===== src/rtl/chip8_pkg.sv =====
// Shared chip-8 display constants and types for the framebuffer read path.
package chip8_pkg;
    localparam int CHIP8_W = 64;
    localparam int CHIP8_H = 32;

    typedef logic [23:0] rgb_t;
    typedef logic [5:0]  c8_x_t;
    typedef logic [4:0]  c8_y_t;
endpackage


===== src/rtl/pipeline.sv =====
// Generic fixed-depth delay line, flushed to zero by reset.
module pipeline #(
    parameter int WIDTH = 1,
    parameter int DEPTH = 1
) (
    input  logic             clk_in,
    input  logic             rst_in,
    input  logic [WIDTH-1:0] data_in,
    output logic [WIDTH-1:0] data_out
);
    logic [WIDTH-1:0] stage_q [DEPTH];
    logic [WIDTH-1:0] stage_d [DEPTH];

    // Next-state of every stage: shift by one.
    always_comb begin
        stage_d[0] = data_in;
        for (int i = 1; i < DEPTH; i++) begin
            stage_d[i] = stage_q[i-1];
        end
    end

    // Stage registers.
    always_ff @(posedge clk_in) begin
        if (rst_in) begin
            for (int i = 0; i < DEPTH; i++) begin
                stage_q[i] <= '0;
            end
        end else begin
            for (int i = 0; i < DEPTH; i++) begin
                stage_q[i] <= stage_d[i];
            end
        end
    end

    assign data_out = stage_q[DEPTH-1];
endmodule


===== src/rtl/chip8_display_reader.sv =====
// Read side of the chip-8 framebuffer: walks the 64x32 image scaled onto the
// HDMI raster, requests each bit and turns it into a colour aligned with the syncs.
module chip8_display_reader
    import chip8_pkg::*;
#(
    parameter int SCALE    = 20,
    parameter int H_OFFSET = 0,
    parameter int V_OFFSET = 40,
    parameter int H_ACTIVE = 1280,
    parameter int V_ACTIVE = 720,
    parameter int RD_LAT   = 1
) (
    input  logic        clk_in,
    input  logic        rst_in,
    input  logic [10:0] hcount_in,
    input  logic [9:0]  vcount_in,
    input  logic        active_draw_in,
    input  logic        hsync_in,
    input  logic        vsync_in,
    input  logic        new_frame_in,
    input  logic        pixel_in,
    input  logic [23:0] light_color_in,
    input  logic [23:0] dark_color_in,
    input  logic [23:0] border_color_in,
    output logic [5:0]  pixel_x_out,
    output logic [4:0]  pixel_y_out,
    output logic        ad_out,
    output logic [7:0]  red_out,
    output logic [7:0]  green_out,
    output logic [7:0]  blue_out,
    output logic        hsync_out,
    output logic        vsync_out,
    output logic        active_out
);
    localparam int LAT        = RD_LAT + 2;
    localparam int FLAG_DEPTH = RD_LAT + 1;
    localparam int SUB_W      = (SCALE > 1) ? $clog2(SCALE) : 1;

    localparam logic [10:0]      H_START  = 11'(H_OFFSET);
    localparam logic [10:0]      H_END    = 11'(H_OFFSET + CHIP8_W * SCALE);
    localparam logic [10:0]      H_LIMIT  = 11'(H_ACTIVE);
    localparam logic [9:0]       V_START  = 10'(V_OFFSET);
    localparam logic [9:0]       V_END    = 10'(V_OFFSET + CHIP8_H * SCALE);
    localparam logic [9:0]       V_BLANK  = 10'(V_ACTIVE);
    localparam logic [SUB_W-1:0] SUB_LAST = SUB_W'(SCALE - 1);
    localparam c8_x_t            X_LAST   = 6'(CHIP8_W - 1);
    localparam c8_y_t            Y_LAST   = 5'(CHIP8_H - 1);

    c8_x_t            px_q, px_d, px_base_s;
    c8_y_t            py_q, py_d, py_base_s;
    logic [SUB_W-1:0] sub_x_q, sub_x_d, sub_x_base_s;
    logic [SUB_W-1:0] sub_y_q, sub_y_d, sub_y_base_s;
    logic             line_win_q, line_win_d, line_win_base_s;
    logic             synced_q, synced_d;
    logic             ad_q, ad_d;
    rgb_t             rgb_q, rgb_d;
    logic [1:0]       flag_q [FLAG_DEPTH];
    logic [1:0]       flag_d [FLAG_DEPTH];
    logic             in_win_s;
    logic [2:0]       sync_pipe_s;

    assign in_win_s = active_draw_in
                   && (hcount_in >= H_START) && (hcount_in < H_END) && (hcount_in < H_LIMIT)
                   && (vcount_in >= V_START) && (vcount_in < V_END);

    // Scaled walk: a frame start clears everything before this pixel's own rules apply.
    always_comb begin
        synced_d = synced_q | new_frame_in;
        ad_d     = synced_d && (vcount_in >= V_BLANK);
        if (new_frame_in) begin
            px_base_s = 6'd0;  sub_x_base_s = '0;
            py_base_s = 5'd0;  sub_y_base_s = '0;
            line_win_base_s = 1'b0;
        end else begin
            px_base_s = px_q;  sub_x_base_s = sub_x_q;
            py_base_s = py_q;  sub_y_base_s = sub_y_q;
            line_win_base_s = line_win_q;
        end

        if (hcount_in == H_START) begin
            px_d = 6'd0;  sub_x_d = '0;
        end else if (in_win_s && (sub_x_base_s == SUB_LAST)) begin
            sub_x_d = '0;
            px_d    = (px_base_s == X_LAST) ? px_base_s : px_base_s + 6'd1;
        end else if (in_win_s) begin
            px_d = px_base_s;  sub_x_d = sub_x_base_s + SUB_W'(1);
        end else begin
            px_d = px_base_s;  sub_x_d = sub_x_base_s;
        end

        // Rows advance once per line, at its first hcount, if the line before touched the window.
        if (hcount_in != 11'd0) begin
            py_d = py_base_s;  sub_y_d = sub_y_base_s;
            line_win_d = line_win_base_s | in_win_s;
        end else if (vcount_in == V_START) begin
            py_d = 5'd0;  sub_y_d = '0;
            line_win_d = in_win_s;
        end else if (line_win_base_s && (sub_y_base_s == SUB_LAST)) begin
            sub_y_d = '0;
            py_d    = (py_base_s == Y_LAST) ? py_base_s : py_base_s + 5'd1;
            line_win_d = in_win_s;
        end else if (line_win_base_s) begin
            py_d = py_base_s;  sub_y_d = sub_y_base_s + SUB_W'(1);
            line_win_d = in_win_s;
        end else begin
            py_d = py_base_s;  sub_y_d = sub_y_base_s;
            line_win_d = in_win_s;
        end
    end

    // Carries {active, show-framebuffer} alongside the read until pixel_in is valid.
    always_comb begin
        flag_d[0] = {active_draw_in, in_win_s && synced_d};
        for (int i = 1; i < FLAG_DEPTH; i++) begin
            flag_d[i] = flag_q[i-1];
        end
    end

    // Colour select once the requested bit has returned.
    always_comb begin
        if (!flag_q[FLAG_DEPTH-1][1]) begin
            rgb_d = 24'h000000;
        end else if (flag_q[FLAG_DEPTH-1][0]) begin
            rgb_d = pixel_in ? light_color_in : dark_color_in;
        end else begin
            rgb_d = border_color_in;
        end
    end

    // All state and registered outputs.
    always_ff @(posedge clk_in) begin
        if (rst_in) begin
            px_q <= 6'd0;  sub_x_q <= '0;
            py_q <= 5'd0;  sub_y_q <= '0;
            line_win_q <= 1'b0;
            synced_q   <= 1'b0;
            ad_q       <= 1'b0;
            rgb_q      <= 24'h000000;
            for (int i = 0; i < FLAG_DEPTH; i++) begin
                flag_q[i] <= 2'b00;
            end
        end else begin
            px_q <= px_d;  sub_x_q <= sub_x_d;
            py_q <= py_d;  sub_y_q <= sub_y_d;
            line_win_q <= line_win_d;
            synced_q   <= synced_d;
            ad_q       <= ad_d;
            rgb_q      <= rgb_d;
            for (int i = 0; i < FLAG_DEPTH; i++) begin
                flag_q[i] <= flag_d[i];
            end
        end
    end

    pipeline #(.WIDTH(3), .DEPTH(LAT)) u_sync_pipe (
        .clk_in   (clk_in),
        .rst_in   (rst_in),
        .data_in  ({hsync_in, vsync_in, active_draw_in}),
        .data_out (sync_pipe_s)
    );

    assign pixel_x_out = px_q;
    assign pixel_y_out = py_q;
    assign ad_out      = ad_q;
    assign red_out     = rgb_q[23:16];
    assign green_out   = rgb_q[15:8];
    assign blue_out    = rgb_q[7:0];
    assign hsync_out   = sync_pipe_s[2];
    assign vsync_out   = sync_pipe_s[1];
    assign active_out  = sync_pipe_s[0];
endmodule


===== config.mk =====
export PLATFORM = sky130hd
export DESIGN_NAME = chip8_display_reader
export DESIGN_NICKNAME = d
export VERILOG_FILES = /design/src/rtl/chip8_pkg.sv /design/src/rtl/pipeline.sv /design/src/rtl/chip8_display_reader.sv
export SDC_FILE = /design/constraint.sdc
export NUM_CORES = 1
export LEC_CHECK = 0
export ABC_AREA = 1
export CAP_MARGIN = 20
export CORE_UTILIZATION = 42
export DETAILED_ROUTE_END_ITERATION = 8
export GPL_TIMING_DRIVEN = 0
export PLACE_DENSITY = 0.81
export RECOVER_POWER = 50
export SYNTH_ARGS = -nofsm -noshare
export SYNTH_HDL_FRONTEND = slang
export SYNTH_SLANG_ARGS = --single-unit

===== constraint.sdc =====
create_clock -name clk_in -period 2.1 [get_ports clk_in]
set_input_delay 0.42 -clock clk_in [delete_from_list [all_inputs] [get_ports clk_in]]
set_output_delay 0.42 -clock clk_in [all_outputs]
set_load 0.1 [all_outputs]

==> results by group, run 1 <==
Status
  – Status: completed

Critical path
  – CP Capture Type: output pin
  – Cell chain of the critical path: dlygate4sd2_1
  – Critical path depth: 1
  – Critical path destination: pixel_x_out[3]
  – R2r startpoint: sub_x_q[1]$_SDFF_PP0_
  – Buf/Inv on CP: 1
  – CP peak stage delay: 880 ps
  – Crit path kind: flop to output pin
  – Crit-path max FO: 4
  – Critical R2R Capture: sub_x_q[0]$_SDFF_PP0_
  – R2R Setup Slk: 430 ps
  – Slowest cell on crit path: dlygate4sd2_1
  – CP Launch Point: pixel_x_out[3]$_SDFF_PP0_
  – Arr. time, crit path: 1620 ps
  – CP Launch Type: flop
  – Delay-heaviest family, CP: buffers and inverters
  – Worst reg2reg path depth: 8
  – Worst Path Required: 1680 ps

STA
  – Final Max Slew Viols: 0
  – Final Hold Vio Count: 0
  – Final WS setup: 61.7 ps
  – Crit path time final: 2040 ps
  – Setup Viol. Count Final: 0
  – Slew HR: 33.0%
  – Worst Tran Pin Value: 1010 ps
  – Clk_skew: 5.07 ps
  – RSZ-0062 raised after global routing: false
  – Final period util: 97.1%
  – Worst hold slack after final layout: 397 ps
  – Fmax: 491 MHz

Global routing
  – Global-route wire length before repair: 14.2 mm
  – Vias in the first global route: 3221
  – Pin count of the biggest net entering global routing: 11
  – Initial antenna violation count: 0
  – Total GRT Usage: 24.2%
  – Total grt overflow: 0

Clock network
  – CTS tree: done
  – CTS max path bufs: 2
  – TritonCTS buffer count: 9
  – H-tree depth: 3
  – Clock sinks: 59
  – Clock Latency Late Sink: 340 ps
  – Clock-pin slew on the worst setup and hold paths: 70 ps
  – CTS root buffer: clkbuf_8

Layout
  – Nets: 715
  – Layout cell share with drive strength beyond 1: 6.99%
  – Ant. Diodes: 0
  – Fillers: 606
  – Area growth from synthesis to layout: 54.2%
  – Finished Layout Cells: 711
  – Final Core Density: 68.3%

Detailed routing
  – Max layer used: met4
  – Drt initial violations: 116
  – Met2 routed WL: 4.32 mm
  – Antenna Nets Post-Route: 0
  – Avg WL per Cell: 12.9 um
  – Via count: 3438
  – Drt drc: 0
  – WL final: 9.16 mm
  – DRT Pass-1 Iters: 4
  – Metal3 WL: 749 um
  – Via/cell ratio: 4.84
  – DRT met1 WL: 3.93 mm

Power and ir drop
  – Peak supply drop: 0.360 mV
  – Total power: 0.00262 W
  – Static leakage: 2.34 nW
  – Power Density: 555 nW/um^2

Synthesis
  – Yosys top cell area share: 38.6%
  – Distinct cells, synth: 30
  – Gate Count Post-Synth: 461
  – Largest area contributor in the netlist: dfxtp_1
  – Sequential fraction of the synthesis area: 38.6%
  – Syn Std Cell Area: 3060 sq um
  – Area contributors post-synth: dfxtp_1 (39%), nand2_1 (16%), inv_1 (9.2%)
  – Syn avg cell area: 6.64 sq um
  – Synth warnings: 0
  – Syn nets: 565
  – Flip-flop and latch count after synthesis: 59

Placed design
  – Gpl congestion: 0.917
  – I/O Buffers: 137
  – Post-Place Worst Slack: -535 ps
  – HPWL after DPL: 6.96 mm
  – Placed Cells incl. Taps: 694

Floorplan
  – Core area: 6910 sq um
  – Initial Util: 44.3%
  – Rows: 30
  – Die ar.: 7630 sq um
  – Die Height: 87.3 um
  – Die Wd: 87.3 um
  – Boundary pin count: 139

Worst hold path
  – Worst hold path type: flop to flop

Job
  – Number of max-cap violations: 0
## synth_stat cells (all sizes together)
library cell and count:
o22ai 1, a21o 1, clkbuf 9, o211ai 25
buf 7, nand2 136, or2 1, inv 76
xnor2 1, xor2 2, nand4 4, ha 4
nand3 49, nor2 56, a21boi 1, nor3 6
clkinv 1, or3 1, dfxtp 59, o21ai 10
a21oi 11
## worst min-delay path: stages (launching register included)
cell     delay, ps
dfxtp_1        300
inv_1           40
nor2_1          30
## sequential cells by signal, summed over array words and instances (netlist names)
name and flops:
rgb_q 24, u_sync_pipe.stage_q 9, pixel_x_out 6, pixel_y_out 5
sub_x_q 5, sub_y_q 5, flag_q 2, ad_out 1
line_win_q 1, synced_q 1
## layout make-up
type	instances	area [sq um]	area share, %
multi-input combinational	309	1510	32.0
tap	96	120	2.55
buffer	16	77.6	1.64
timing repair buffer	139	1340	28.4
clock inverter	2	35.0	0.743
inverter	77	290	6.15
sequential	59	1180	25.1
clock buffer	13	159	3.37
## layout by cell type (no fill, tap or decap), types with 5 or more instances in the layout
master / synthesis / routed
a21oi_1: 11 / 11
clkbuf_1: 9 / 13
clkbuf_8: 0 / 11
clkdlybuf4s50_1: 0 / 95
dfxtp_1: 59 / 56
dlygate4sd2_1: 0 / 39
inv_1: 75 / 75
nand2_1: 130 / 131
nand2_2: 6 / 5
nand3_1: 48 / 48
nor2_1: 48 / 49
o211ai_1: 25 / 25
o21ai_0: 9 / 9
## routing by layer
metal,track usage [%],vias to the layer above
met1,28.4,1539
li1,-,1745
met2,42.7,140
met3,5.40,14
met4,9.54,0
met5,0,-
## what timing repair did
action	4_1_cts	5_1_grt
gates resized for setup	42	4
pin swaps	1	2
setup endpoints to repair	51	15
setup buffers	2	0
hold buffers	0	0
## per-stage QoR
| stage | TNS (ps) | cell area, sq um |
|---|---|---|
| 4_1_cts | 0 | 4730 |
| 2_1_floorplan | 0 | 3060 |
| 3_3_place_gp | -6460 | 4550 |
| 5_1_grt | 0 | 4720 |
| 3_5_place_dp | -7330 | 4550 |
| 6_report | 0 | 4720 |
## kinds of logic after synthesis
logic type | count (synthesis) | synth area share, %
buffers and inverters | 93 | 12.0
xor gates and xnor gates | 3 | 0.859
adders and majority gates | 4 | 1.64
DFF | 59 | 38.6
AOI/OAI and AO/OA | 49 | 10.3
and+or+nand+nor | 253 | 36.6
## power by group
part / switching, W / internal (W)
combinational: 0.000214 / 0.000211
sequential: 0.00000520 / 0.00114
clock: 0.000441 / 0.000605
## worst min path at each step
| stage | from | end | slack (ps) | cells after the start |
|---|---|---|---|---|
| 2_1_floorplan | flag_q[0][0]$_SDFF_PP0_ | flag_q[0][2]$_SDFF_PP0_ | 390 | 2 |
| 3_3_place_gp | u_sync_pipe.stage_q[0][1]$_SDFF_PP0_ | u_sync_pipe.stage_q[0][4]$_SDFF_PP0_ | 390 | 2 |
| 3_5_place_dp | u_sync_pipe.stage_q[0][5]$_SDFF_PP0_ | u_sync_pipe.stage_q[0][8]$_SDFF_PP0_ | 390 | 2 |
| 4_1_cts | u_sync_pipe.stage_q[0][5]$_SDFF_PP0_ | u_sync_pipe.stage_q[0][8]$_SDFF_PP0_ | 400 | 2 |
| 5_1_grt | u_sync_pipe.stage_q[0][1]$_SDFF_PP0_ | u_sync_pipe.stage_q[0][4]$_SDFF_PP0_ | 420 | 2 |
| 6_report | u_sync_pipe.stage_q[0][5]$_SDFF_PP0_ | u_sync_pipe.stage_q[0][8]$_SDFF_PP0_ | 400 | 2 |
No activity file was read; power rests on OpenSTA's default activity.
==> run 2: changes to the inputs <==
Settings changed: CORE_UTILIZATION 42 to 25, PLACE_DENSITY 0.81 to not set.
==> run 2 against run 1 <==
Clock skew about the same. Cell area increased by 4.3%. Wire length increased by 7.8%. Hold slack improved by 6.1 ps. Clock-buffer cell count decreased by 4. Non-clock buffer count increased by 2. Sequential share of layout area decreased by 1.0 points. Global-route usage decreased by 8.3 points. Largest cell class unchanged. First-iteration DRC count increased by 71%. Critical path type unchanged. Worst setup slack improved by 28 ps. Highest routed layer unchanged. Register-to-register slack got worse by 60 ps. Power increased by 19%.
==> results by group, run 2 (synthesis results as in run 1) <==
Clock network
  – CTS max path bufs: 2
  – CTS tree: done
  – Post-CTS Hold Fix Bufs: 0
  – CTS root buffer: clkbuf_16
  – Clock-pin slew on the worst setup and hold paths: 60 ps
  – H-tree depth: 3
  – Clock sinks: 59
  – Clock Latency Late Sink: 330 ps
  – TritonCTS buffer count: 9

Detailed routing
  – Via count: 3427
  – Via/cell ratio: 4.48
  – Drt drc: 0
  – Antenna Nets Post-Route: 0
  – Avg WL per Cell: 12.9 um
  – Drt initial violations: 198
  – DRT Pass-1 Iters: 4
  – WL final: 9.88 mm

Layout
  – Commonest non-fill, non-tap cell in the layout: nand2_1
  – Area growth from synthesis to layout: 60.8%
  – Largest reg by FF count: rgb_q
  – Ant. Diodes: 0
  – Final Core Density: 41.1%
  – Multi-input gate area: 1520 sq um
  – Register area: 1180 sq um
  – Layout cell share with drive strength beyond 1: 8.74%
  – Fillers: 1257
  – Finished Layout Cells: 765
  – Max reg flops: 24
  – Commonest non-fill, non-tap cells in the layout: nand2_1 (131), clkdlybuf4s50_1 (95), inv_1 (75), dfxtp_1 (56), nand3_1 (48)
  – Nets: 717
  – Post-route cell area: 4920 sq um

Placed design
  – Placed Cells incl. Taps: 745
  – Gpl congestion: 0.850
  – Post-Place Worst Slack: -602 ps
  – HPWL after DPL: 7.37 mm
  – Post-DP Area: 4620 sq um
  – I/O Buffers: 137

Critical path
  – Arr. time, crit path: 1590 ps
  – Buf/Inv on CP: 1
  – CP peak stage delay: 870 ps
  – Delay-heaviest family, CP: buffers and inverters
  – Worst Path Required: 1680 ps
  – Slowest cell on crit path: dlygate4sd2_1
  – CP Launch Type: flop
  – Crit path kind: flop to output pin
  – Crit-path max FO: 4
  – CP Capture Type: output pin
  – Cell chain of the critical path: dlygate4sd2_1

Worst hold path
  – Worst hold path type: flop to flop

Global routing
  – Initial antenna violation count: 0
  – Pin count of the biggest net entering global routing: 13
  – Global-route wire length before repair: 15.8 mm
  – Vias in the first global route: 3336
  – Total GRT Usage: 15.9%
  – Total grt overflow: 0

STA
  – Final Max Slew Viols: 0
  – Final period util: 95.7%
  – Slew HR: 34.2%
  – RSZ-0062 raised after global routing: false
  – Crit path time final: 2010 ps
  – Setup Viol. Count Final: 0
  – Clk_skew: 5.35 ps
  – Fmax: 498 MHz
  – Worst Tran Pin Value: 991 ps
  – Final WS setup: 90.1 ps
  – Setup TNS: 0 ps
  – Final Hold Vio Count: 0

Floorplan
  – Die ar.: 12700 sq um
  – Initial Util: 25.6%
  – Rows: 40
  – Core area: 12000 sq um
  – Die Height: 113 um
  – Die Wd: 113 um
  – Boundary pin count: 139

Status
  – Status: completed

Power and ir drop
  – Power Density: 631 nW/um^2
  – Static leakage: 2.40 nW
  – Peak supply drop: 0.277 mV

Job
  – Number of max-cap violations: 0
[run 2: layout make-up]
type                       count  area share [%]
clock inverter                 7            1.55
tap                          147            3.74
clock buffer                   9            4.58
buffer                        16            1.70
sequential                    59            24.1
timing repair buffer         141            27.5
inverter                      77            5.90
multi-input combinational    309            31.0
[run 2: per-layer routing]
layer / GRT usage (%) / wire [um] / up-vias
li1: - / - / 1755
met1: 19.6 / 4610 / 1519
met2: 27.0 / 4480 / 143
met3: 4.00 / 692 / 10
met4: 5.07 / 99 / 0
met5: 0 / 0 / -
[run 2: report_power, final]
part / switching [W] / total, W / internal, W
clock network: 0.000602 / 0.00153 / 0.000927
registers: 0.00000543 / 0.00115 / 0.00114
logic: 0.000217 / 0.000431 / 0.000214
total: 0.000825 / 0.00311 / 0.00228
[run 2: path summary, 6_finish.rpt]
check / startpoint / endpoint / slack (ps) / cells past startpoint
hold reg to reg: u_sync_pipe.stage_q[0][1]$_SDFF_PP0_ / u_sync_pipe.stage_q[0][4]$_SDFF_PP0_ / 400 / 2
setup reg to reg: sub_x_q[0]$_SDFF_PP0_ / pixel_x_out[5]$_SDFF_PP0_ / 370 / 9
hold / removal: u_sync_pipe.stage_q[0][1]$_SDFF_PP0_ / u_sync_pipe.stage_q[0][4]$_SDFF_PP0_ / 400 / 2
setup / recovery: pixel_x_out[3]$_SDFF_PP0_ / pixel_x_out[3] / 90 / 1
[run 2: repair_timing]
item                                    in CTS  in global routing
pin swaps                                    1                  2
hold endpoints to repair                     0                  0
endpoints found under the setup margin      51                 15
resized for setup                           46                  8
setup buffers                                2                  2
[run 2: metrics by stage]
stage / hold slack [ps] / total power (W)
floorplan: 388 / 0.00136
global placement: 389 / 0.00160
detailed placement: 395 / 0.00160
CTS: 404 / 0.00314
global route: 423 / 0.00323
finish: 404 / 0.00311
==> run 3: changes to the inputs <==
Settings changed: ABC_AREA 1 to not set, CTS_BUF_LIST set to sky130_fd_sc_hd__clkbuf_2, CTS_CLUSTER_DIAMETER set to 40.
==> run 3 against run 2 <==
The run now ends with negative setup slack left. Sequential power hardly changed. Via count is 7.6% lower. Clock-buffer cell count unchanged. Non-clock buffer count decreased by 2. Clock power is 44% lower. Critical endpoint is now pixel_x_out[0]$_SDFF_PP0_. Largest cell class unchanged. Largest power group is now sequential cells. Highest routed layer unchanged.
==> results by group, run 3 <==
Status
  – Status: finished, violations left
  – Failing checks: negative setup slack

STA
  – Final period util: 101%
  – Clk_skew: 22.6 ps
  – RSZ-0062 raised after global routing: true
  – Fmax: 471 MHz
  – Final WS setup: -23.3 ps
  – Crit path time final: 2120 ps
  – Worst hold slack after final layout: 419 ps
  – Setup Viol. Count Final: 1
  – Setup TNS: -23.3 ps
  – Final Max Slew Viols: 0
  – Worst Tran Pin Value: 684 ps
  – Slew HR: 54.4%
  – Final Hold Vio Count: 0

Layout
  – Commonest non-fill, non-tap cell in the layout: clkdlybuf4s50_1
  – Layout cell share with drive strength beyond 1: 16.7%
  – Largest reg by FF count: rgb_q
  – Nets: 583
  – Area growth from synthesis to layout: 60.3%
  – Ant. Diodes: 0
  – Commonest non-fill, non-tap cells in the layout: clkdlybuf4s50_1 (94), dfxtp_1 (55), clkdlybuf4s15_2 (36), nor2_1 (29), a211oi_1 (26)
  – Max reg flops: 24

Synthesis
  – Sequential fraction of the synthesis area: 40.2%
  – Yosys top cell area share: 40.2%
  – Largest family of logic cells by synthesized area: simple AND/OR/NAND/NOR gates
  – Area contributors post-synth: dfxtp_1 (40%), mux2i_1 (8.5%), a211oi_1 (6.9%)
  – Simple-gate area share of the yosys netlist: 27.5%
  – Synth cell count leaders: dfxtp_1 (59), nor2_1 (29), a211oi_1 (27), mux2i_1 (25), nand2_1 (24)
  – EDFF count, synth: 0
  – Most used DFF post-synth: dfxtp_1
  – Syn avg cell area: 8.88 sq um
  – Post-Synth XOR/XNOR Area: 0%
  – Syn nets: 435
  – Post-synthesis adder-cell area fraction: 1.70%
  – Largest area contributor in the netlist: dfxtp_1
  – Flip-flop and latch count after synthesis: 59
  – Syn Std Cell Area: 2940 sq um
  – Synth warnings: 0
  – Mux cell area share after synthesis: 8.52%
  – Gate Count Post-Synth: 331
  – Distinct cells, synth: 55
  – Most frequent cell after synthesis: dfxtp_1
  – Post-synth ARST share: 0%
  – Compound-Gate Fraction of Synth Area: 18.2%

Global routing
  – Vias in the first global route: 3224
  – Initial antenna violation count: 0
  – Global-route wire length before repair: 16.1 mm
  – Total GRT Usage: 16.3%
  – Pin count of the biggest net entering global routing: 12
  – Total grt overflow: 0

Power and ir drop
  – Comb power frac: 18.4%
  – Sw power: 0.000691 W
  – Sw frac: 28.2%
  – Int Power: 0.00176 W
  – Reg power frac: 46.8%
  – Peak supply drop: 0.266 mV
  – Static leakage: 1.71 nW
  – Power Density: 521 nW/um^2
  – Clock power share: 34.8%

Critical path
  – CP Launch Point: new_frame_in
  – Critical R2R Capture: pixel_x_out[0]$_SDFF_PP0_
  – Slowest cell on crit path: or4_1
  – Crit-path max FO: 10
  – Crit-path most repeated cell: clkbuf_8
  – Delay-heaviest family, CP: buffers and inverters
  – Buf/Inv on CP: 4
  – Worst reg2reg path depth: 6
  – Critical path destination: pixel_x_out[0]$_SDFF_PP0_
  – CP Capture Type: flop
  – Arr. time, crit path: 2550 ps
  – Cell chain of the critical path: dlygate4sd2_1 -> clkbuf_8 -> clkbuf_8 -> nor2b_1 -> ha_2 -> inv_1 -> a211o_1 -> or4_1 -> a21oi_1
  – Worst Path Required: 2530 ps
  – Critical path depth: 9
  – Crit path kind: input pin to flop
  – R2R Setup Slk: 70 ps
  – CP Launch Type: input pin
  – CP peak stage delay: 420 ps
  – R2r startpoint: pixel_x_out[0]$_SDFF_PP0_

Detailed routing
  – DRT Pass-1 Iters: 4
  – Drt initial violations: 110
  – Drt drc: 0
  – WL final: 10.0 mm
  – Antenna Nets Post-Route: 0
  – Via/cell ratio: 5.05
  – Via count: 3167
  – Avg WL per Cell: 16.0 um

Floorplan
  – Die Wd: 110 um
  – Die ar.: 12200 sq um
  – Initial Util: 25.7%
  – Rows: 39
  – Die Height: 110 um
  – Boundary pin count: 139
  – Core area: 11400 sq um

Placed design
  – Post-Place Worst Slack: -929 ps
  – I/O Buffers: 137
  – HPWL after DPL: 7.65 mm
  – Gpl congestion: 0.861

Job
  – Number of max-cap violations: 0

Clock network
  – H-tree depth: 3
  – Clock-pin slew on the worst setup and hold paths: 190 ps
  – CTS max path bufs: 2
  – CTS tree: done
  – Clock Latency Late Sink: 490 ps
  – CTS root buffer: clkbuf_2
  – TritonCTS buffer count: 9
  – Clock sinks: 59
  – Post-CTS setup buffer count: 0

Worst hold path
  – Worst hold path type: input pin to flop
==> run 3: how the worst min path moves through the flow <==
stage	startpoint	to	slack, ps	cells past startpoint
after floorplan	flag_q[0][0]$_SDFF_PP0_	flag_q[0][2]$_SDFF_PP0_	410	1
after global placement	u_sync_pipe.stage_q[0][1]$_SDFF_PP0_	u_sync_pipe.stage_q[0][4]$_SDFF_PP0_	420	1
after detailed placement	u_sync_pipe.stage_q[0][2]$_SDFF_PP0_	u_sync_pipe.stage_q[0][5]$_SDFF_PP0_	430	1
after CTS	pixel_in	rgb_q[1]$_SDFF_PP0_	380	3
after global routing	pixel_in	rgb_q[2]$_SDFF_PP0_	390	3
final	pixel_in	rgb_q[2]$_SDFF_PP0_	420	3
==> run 3: kinds of logic after synthesis <==
| logic type | count (synthesis) |
|---|---|
| buffers and inverters | 26 |
| multiplexers | 25 |
| AO/OA/AOI/OAI | 73 |
| flip-flops | 59 |
| adder cells (fa/ha/maj) | 4 |
| AND/OR/NAND/NOR | 144 |
==> run 3: what timing repair did <==
| item | CTS | global route |
|---|---|---|
| endpoints found under the setup margin | 54 | 16 |
| hold buffers | 0 | 0 |
| gates resized for setup | 122 | 6 |
| pin swaps | 1 | 1 |
==> run 3: power by group through the flow <==
stage                     Combinational [W]  Clock, W  Sequential, W
after floorplan                    0.000124         0        0.00125
after global placement             0.000449         0        0.00117
after detailed placement           0.000453         0        0.00117
after CTS                          0.000455  0.000882        0.00115
after global routing               0.000479  0.000931        0.00115
final                              0.000452  0.000853        0.00115
==> run 3: layout make-up <==
cell class / instances / area [sq um]
timing repair buffer: 137 / 1400
multi-input combinational: 246 / 1670
fill: 1161 / 6710
clock inverter: 7 / 91.3
buffer: 18 / 105
clock buffer: 9 / 45.0
tap: 143 / 179
inverter: 8 / 30.0
sequential: 59 / 1190
==> run 3: worst reg2reg max path, stage by stage (launching register included) <==
cell,delay [ps]
dfxtp_2,380
and2b_2,210
ha_1,220
and3b_2,250
a211o_1,310
or4_1,420
a21oi_1,170
==> run 3: metal layers <==
layer / GRT usage, % / vias up / share of wire, %
met1: 20.0 / 1457 / 44
li1: - / 1540 / -
met5: 0 / - / 0
met3: 4.88 / 10 / 7.5
met4: 4.44 / 0 / 1.0
met2: 27.6 / 160 / 47
==> run 3: metrics by stage <==
step / total power (W) / instances / area [sq um] / utilization, %
after global routing: 0.00256 / 627 / 4710 / 41.2
after global placement: 0.00162 / 611 / 4500 / 39.4
final: 0.00245 / 627 / 4710 / 41.2
after detailed placement: 0.00163 / 611 / 4500 / 39.4
after floorplan: 0.00137 / 331 / 2950 / -
after CTS: 0.00249 / 627 / 4720 / 41.3
==> edit: new RTL, config.mk and constraints of run 1 <==
The output `ad_out` loses its register stage (`ad_q` becomes a continuous assignment).
--- a/src/rtl/chip8_display_reader.sv
+++ b/src/rtl/chip8_display_reader.sv
@@ -134,7 +134,6 @@
             py_q <= 5'd0;  sub_y_q <= '0;
             line_win_q <= 1'b0;
             synced_q   <= 1'b0;
-            ad_q       <= 1'b0;
             rgb_q      <= 24'h000000;
             for (int i = 0; i < FLAG_DEPTH; i++) begin
                 flag_q[i] <= 2'b00;
@@ -144,13 +143,14 @@
             py_q <= py_d;  sub_y_q <= sub_y_d;
             line_win_q <= line_win_d;
             synced_q   <= synced_d;
-            ad_q       <= ad_d;
             rgb_q      <= rgb_d;
             for (int i = 0; i < FLAG_DEPTH; i++) begin
                 flag_q[i] <= flag_d[i];
             end
         end
     end
+
+    assign ad_q = ad_d;
 
     pipeline #(.WIDTH(3), .DEPTH(LAT)) u_sync_pipe (
         .clk_in   (clk_in),
Formal check against the unedited RTL: not equivalent (Yosys sat finds a counterexample within 4 cycles, from zero or initial values and one cycle with rst_in high).
==> edit against run 1 <==
  * Worst hold slack got worse by 0.0091 ns
  * Wire length is 7.1% higher
  * Sequential cell count is 1 lower
  * Synthesized area grew 3.4%
  * Worst setup slack improved by 0.0028 ns
  * Count of clock-buffer cells in the layout is 2 lower
  * Power up 13%
  * Clock skew is 0.0053 ns higher
  * Cell area up 3.4%
  * Critical endpoint is now pixel_y_out[4]
==> edit: results <==
worst_hold_path:
  min_from: "flag_q[0][0]$_SDFF_PP0_"
power:
  ir_drop_mv: 0.310
  comb_power_share_pct: 15.0
  intPower_mw: 2.28
  total_power_mw: 2.95
  leakagePower_nw: 2.42
grt:
  grt_pass1_vias: 3440
  gr-usage-met1_pct: 27.4
  use_met3_pct: 6.72
  track_usage_pct: 25.9
  gr-usage-met2_pct: 48.6
  grt_first_pass_wirelength_um: 15400
cells_and_area:
  drive_gt1_share_pct: 11.2
  nFillCells: 613
  finalNetCount: 716
status:
  outcome: "complete, no violations"
worst_setup_path:
  reg2reg_slack_ns: 0.36
  r2r-end: "sub_x_q[4]$_SDFF_PP0_"
  crit_path_end: "pixel_y_out[4]"
  reg2reg_depth: 10
  cp-startpoint: "pixel_y_out[4]$_SDFF_PP0_"
route:
  drtIter0Drc: 87
  viasPerCell: 4.94
  wl_per_cell_um: 13.7
yosys:
  synth_area_leaders: "dfxtp_1, nand2_1, inv_1"
  seq_area_frac_synth_pct: 36.7
  syn_inst: 464
  yosysUniqueCellTypes: 36
  yosys-top-cells-count: "nand2_1, inv_1, dfxtp_1, nor2_1, nand3_1"
placement:
  gp_congestion: 0.866
  dp_slack_ns: -0.868
  place_hpwl_um: 7440
  dp.cells: 700
cts:
  cts_setup_buffers: 0
  cts_resized: 50
  clk_pin_slew_ns: 0.07
sta:
  max_freq_ghz: 0.491
  hold_slack_ns: 0.388
-- edit: area by class of cell --
| cell class | instances | share of cell area [%] |
|---|---|---|
| multi-input combinational | 315 | 33.0 |
| timing repair buffer | 137 | 27.4 |
| sequential | 58 | 23.9 |
| inverter | 75 | 5.90 |
| clock buffer | 11 | 2.90 |
| clock inverter | 5 | 2.56 |
| tap | 99 | 2.54 |
| buffer | 16 | 1.80 |
-- edit: kinds of logic (layout without fill, tap and decap cells) --
| family | after synthesis | count (layout) | share of synthesized area (%) |
|---|---|---|---|
| AO/OA/AOI/OAI | 51 | 51 | 10.3 |
| buffers and inverters | 91 | 244 | 11.9 |
| adder cells (fa/ha/maj) | 4 | 4 | 1.58 |
| XOR/XNOR | 2 | 2 | 0.554 |
| flip-flops | 58 | 58 | 36.7 |
| AND/OR/NAND/NOR | 258 | 258 | 38.9 |
-- edit: metal layers --
metal / vias up / wire length [um]
met5: - / 0
met4: 0 / 218
met3: 18 / 864
met2: 160 / 4900
met1: 1604 / 3840
li1: 1755 / -
